File: src/rtl/lcd_fetch.sv
// LCD scan/fetch engine: steals one VRAM slot in six from the DMA and turns
// 2bpp VRAM bytes into a 160x160 pixel stream with coarse/fine scroll.
module lcd_fetch #(
  parameter int LINES_TOTAL = 170,
  parameter int ROW_STRIDE  = 48
) (
  input  logic        clk,
  input  logic        reset,
  input  logic        ce,
  input  logic [5:0]  AB,
  input  logic        cpu_rnw,
  input  logic        lcd_cs,
  input  logic [7:0]  data_in,
  input  logic [7:0]  vram_data,
  output logic [12:0] vram_addr,
  output logic        lcd_en,
  output logic        pix_valid,
  output logic [1:0]  pixel,
  output logic [7:0]  line,
  output logic        vblank,
  output logic        frame_start
);

  localparam logic [7:0]  VIS_LINES = 8'd160;
  localparam logic [7:0]  LAST_LINE = 8'(LINES_TOTAL - 1);
  localparam logic [5:0]  LAST_SLOT = 6'd47;
  localparam logic [5:0]  LAST_FETCH = 6'd40;
  localparam logic [12:0] STRIDE13  = 13'(ROW_STRIDE);

  logic [2:0]  r_div;
  logic [5:0]  r_sc;
  logic [7:0]  r_line;
  logic [12:0] r_row_base;
  logic [7:0]  r_xs_line;
  logic [7:0]  r_xscroll;
  logic [7:0]  r_yscroll;
  logic [7:0]  r_sr;
  logic        r_fetched;
  logic [12:0] r_vram_addr;
  logic        r_pix_valid;
  logic [1:0]  r_pixel;
  logic        r_frame_start;

  logic        w_div_wrap, w_sc_wrap, w_line_wrap;
  logic [2:0]  w_div_next;
  logic [5:0]  w_sc_next;
  logic [7:0]  w_line_next;
  logic [7:0]  w_xs_next;
  logic [12:0] w_row_next;
  logic [12:0] w_ybase;
  logic [12:0] w_addr_next;
  logic        w_emit;
  logic [1:0]  w_p;
  logic [7:0]  w_t;
  logic [7:0]  w_fine;
  logic        w_in_range;
  logic        w_reg_wr;

  always_comb begin
    w_div_wrap  = (r_div == 3'd5);
    w_sc_wrap   = w_div_wrap && (r_sc == LAST_SLOT);
    w_line_wrap = w_sc_wrap && (r_line == LAST_LINE);

    w_div_next  = w_div_wrap ? 3'd0 : r_div + 3'd1;
    w_sc_next   = r_sc;
    if (w_div_wrap)
      w_sc_next = (r_sc == LAST_SLOT) ? 6'd0 : r_sc + 6'd1;
    w_line_next = r_line;
    if (w_sc_wrap)
      w_line_next = w_line_wrap ? 8'd0 : r_line + 8'd1;

    // Scroll values are only sampled at line/frame boundaries.
    w_xs_next  = w_sc_wrap ? r_xscroll : r_xs_line;
    w_ybase    = {5'd0, r_yscroll} * STRIDE13;
    w_row_next = r_row_base;
    if (w_line_wrap)
      w_row_next = w_ybase;
    else if (w_sc_wrap)
      w_row_next = r_row_base + STRIDE13;

    w_addr_next = w_row_next + {7'd0, w_xs_next[7:2]} + {7'd0, w_sc_next};

    // Byte k was fetched in slot k and is shifted out in slot k+1, div 1..4.
    w_emit     = r_fetched && (r_div >= 3'd1) && (r_div <= 3'd4);
    w_p        = r_div[1:0] - 2'd1;
    w_t        = {r_sc - 6'd1, 2'b00} + {6'd0, w_p};
    w_fine     = {6'd0, r_xs_line[1:0]};
    w_in_range = (w_t >= w_fine) && (w_t <= 8'd159 + w_fine);

    w_reg_wr   = lcd_cs && !cpu_rnw;
  end

  always_ff @(posedge clk) begin
    if (reset) begin
      r_div         <= '0;
      r_sc          <= '0;
      r_line        <= '0;
      r_row_base    <= '0;
      r_xs_line     <= '0;
      r_xscroll     <= '0;
      r_yscroll     <= '0;
      r_sr          <= '0;
      r_fetched     <= 1'b0;
      r_vram_addr   <= '0;
      r_pix_valid   <= 1'b0;
      r_pixel       <= '0;
      r_frame_start <= 1'b0;
    end else if (ce) begin
      r_div       <= w_div_next;
      r_sc        <= w_sc_next;
      r_line      <= w_line_next;
      r_row_base  <= w_row_next;
      r_xs_line   <= w_xs_next;
      r_vram_addr <= w_addr_next;
      if (w_div_wrap)
        r_fetched <= lcd_en;
      if (w_reg_wr && AB == 6'h02)
        r_xscroll <= data_in;
      if (w_reg_wr && AB == 6'h03)
        r_yscroll <= data_in;
      if (r_fetched && r_div == 3'd0)
        r_sr <= vram_data;
      else if (w_emit)
        r_sr <= {2'b00, r_sr[7:2]};
      if (w_emit)
        r_pixel <= r_sr[1:0];
      r_pix_valid   <= w_emit && w_in_range;
      r_frame_start <= w_line_wrap;
    end else begin
      r_pix_valid   <= 1'b0;
      r_frame_start <= 1'b0;
    end
  end

  assign lcd_en      = (r_sc <= LAST_FETCH) && (r_line < VIS_LINES);
  assign vram_addr   = r_vram_addr;
  assign pix_valid   = r_pix_valid;
  assign pixel       = r_pixel;
  assign line        = r_line;
  assign vblank      = (r_line >= VIS_LINES);
  assign frame_start = r_frame_start;

endmodule

File: config.mk
export PLATFORM = sky130hd
export DESIGN_NAME = lcd_fetch
export DESIGN_NICKNAME = d
export VERILOG_FILES = /design/src/rtl/lcd_fetch.sv
export SDC_FILE = /design/constraint.sdc
export NUM_CORES = 1
export LEC_CHECK = 0
export CAP_MARGIN = 20
export CORE_MARGIN = 2
export CORE_UTILIZATION = 49
export CTS_CLUSTER_DIAMETER = 60
export DETAILED_ROUTE_END_ITERATION = 12
export PLACE_DENSITY_LB_ADDON = 0.3
export SLEW_MARGIN = 20
export SYNTH_ARGS = -nofsm -noshare
export SYNTH_HDL_FRONTEND = slang
export SYNTH_SLANG_ARGS = --single-unit
File: constraint.sdc
create_clock -name clk -period 4.1 [get_ports clk]
set_clock_uncertainty 0.2 [all_clocks]
set_input_delay 0.615 -clock clk [delete_from_list [all_inputs] [get_ports clk]]
set_output_delay 0.615 -clock clk [all_outputs]
set_load 0.05 [all_outputs]
==> out/metrics.cfg <==
[outcome]
status=completed

[critical_path]
cp.arrival_ps=3960
crit_type=flip-flop to flip-flop
crit_path_end_kind=flip-flop
reg2reg_slack_ps=210
cp.required_ps=4170
critPathLaunchType=flip-flop
critPathMaxFanout=6

[power_and_ir_drop]
p_total_mw=1.707
p_switching_mw=0.4179
p_per_area_nw_per_um2=294.0
pwr-share-seq=0.469
pwr-share-clk=0.431
p_leak_nw=2.418
peakVddDrop_mv=0.1840
switching_share=0.2448
p_comb_frac=0.100
p_int_mw=1.289

[sta]
worst_pin_slew_ps=939.8
setup_viol=0
drv_slew=0
hold_slack_ps=264.5
slew-limit-headroom=0.3735
min_period_ps=3891
fmax_mhz=257.0
finalHoldViolCount=0
period_share=0.9491
rsz0062_at_grt=true

[detailed_routing]
ant_nets=0
drcViolationCount=0
avgViaCountPerCell=5.464
wire_per_inst_um=15.04
num_vias=4076
drtIter0Drc=250
wl_um=11220
first_pass_iters=4

[grt]
overflow=0
grt_pass1_wl_um=18530
grtUsageMet3=0.04309
grt_busiest_layer=met2
grt_max_degree=50
grt_util_met1=0.2966
groute.usage.overall=0.2250
grt_pass1_vias=3822
antenna_found_initial=0
met2_usage=0.3750

[clocking]
clock-sinks=80
numCtsBuffers=9
postCtsHoldBufs=0
cts_tree=done
path_clk_slew_ps=90
cts-root-buf=clkbuf_8
htreeDepth=3
cts_buffer_depth=2
clk_latency_ps=350

[die]
dieWidth_um=102.2
rows=35
start_util=0.5088
ios=54
die_y_um=102.2
die_area_um2=10440
core_um2=9284

[logic_synthesis]
synth_warnings=0
synth_area_um2=4723
synth-edff-count=0
async_reset_ff_frac=0
ys_types=59
avgSynthCellArea_um2=8.510
ys.flop_type=dfxtp_1
synth_nets=624
syn-instance-count=555
synth_seq_cells=80
yosysSeqAreaShare=0.3391

[finish]
layout.nets=681
drive_gt1_frac=0.1264
area_growth_pct=22.91
multiInputGateArea_um2=2965
n_antenna_cell=0
layout_commonest_cell=nor2_1
nFillCells=808
final_area_um2=5806
layout.cells.most_common_list=nor2_1, dfxtp_1, clkdlybuf4s50_1, mux2i_1, nand2_1
seq_area_um2=1617

[place]
port_buffers=53
place_area_um2=5433
hpwl_um=8095
place.gp.congestion=0.9076

[worst_hold_path]
hold_class=flip-flop to flip-flop

[flow_run]
maxCapViolCount=0

==> metrics by stage <==
stage | setup slack, ps | util | TNS (ps) | std cells
floorplan | 1.332 | - | 0 | 555
global placement | 208.4 | 0.5852 | 0 | 729
detailed placement | 104.3 | 0.5852 | 0 | 729
CTS | 52.21 | 0.6124 | 0 | 745
global route | -43.41 | 0.6253 | -98.39 | 746
finish | 208.5 | 0.6253 | 0 | 746
==> synth_stat cells (all sizes together) (15+ instances only) <==
library cell,number,area share
nor2,82,0.066
dfxtp,80,0.34
mux2i,41,0.087
nand2,39,0.031
ha,34,0.090
inv,34,0.027
a21oi,31,0.033
a211oi,20,0.033
o21ai,20,0.021
clkbuf,19,0.015
nand3,15,0.016
xor2,15,0.028
==> flip-flops by register name (all words and copies together), names as in the netlist, 2 cells and up <==
signal	cells
line	8
pixel	2
r_div	3
r_row_base	13
r_sc	6
r_sr	8
r_xs_line	8
r_xscroll	8
r_yscroll	8
vram_addr	13
==> power by group through the flow <==
stage	Clock, mW	Sequential, mW	Combinational (mW)
5_1_grt	0.778	0.802	0.187
6_report	0.735	0.800	0.171
3_5_place_dp	0	0.817	0.163
2_1_floorplan	0	0.835	0.0845
3_3_place_gp	0	0.817	0.161
4_1_cts	0.748	0.799	0.165
==> cell type report <==
cell class,count,area share
multi-input cells,412,0.5108
flip-flops and latches,80,0.2784
repair buffers,74,0.1168
well taps,129,0.02780
clock buffers,10,0.02371
inverters,35,0.02263
clock inverters,6,0.01983
==> logic make-up (layout without fill, tap and decap cells) <==
logic type               after synthesis  count (layout)  share of synthesized area
buffers and inverters                 63             125                    0.05642
multiplexers                          42              42                    0.08927
flip-flops                            80              80                     0.3391
AND/OR/NAND/NOR                      199             199                     0.2032
XOR/XNOR                              24              24                    0.04451
AO/OA/AOI/OAI                        105             105                     0.1436
adder cells (fa/ha/maj)               42              42                     0.1240
==> metal layers <==
layer  vias up  wire [µm]
li1       2042          -
met3        19        581
met5         -          0
met2        95       5339
met4         0        195
met1      1920       5106
==> worst max-delay path, stage by stage (launching register included) <==
cell,delay [ps]
dfxtp_4,380
inv_1,60
ha_1,180
and4bb_2,250
and2_4,170
nand2_2,110
nand2_1,80
fa_1,510
inv_1,40
ha_1,240
fa_1,430
a21o_1,190
a21oi_1,210
o21bai_1,110
a21oi_2,180
or3_1,180
xnor2_1,80
o31ai_1,200
==> worst paths after layout <==
check	from	to	cells past startpoint
max	line[1]	vram_addr[9]	17
min reg2reg	r_xs_line[1]	r_xs_line[1]	2
max reg2reg	line[1]	vram_addr[9]	17
min	r_xs_line[1]	r_xs_line[1]	2
==> timing repair <==
item,in CTS,in global routing
endpoints found under the setup margin,0,6
buffers inserted,0,1
gates resized for setup,0,27
(Power assumes the default switching activity.)
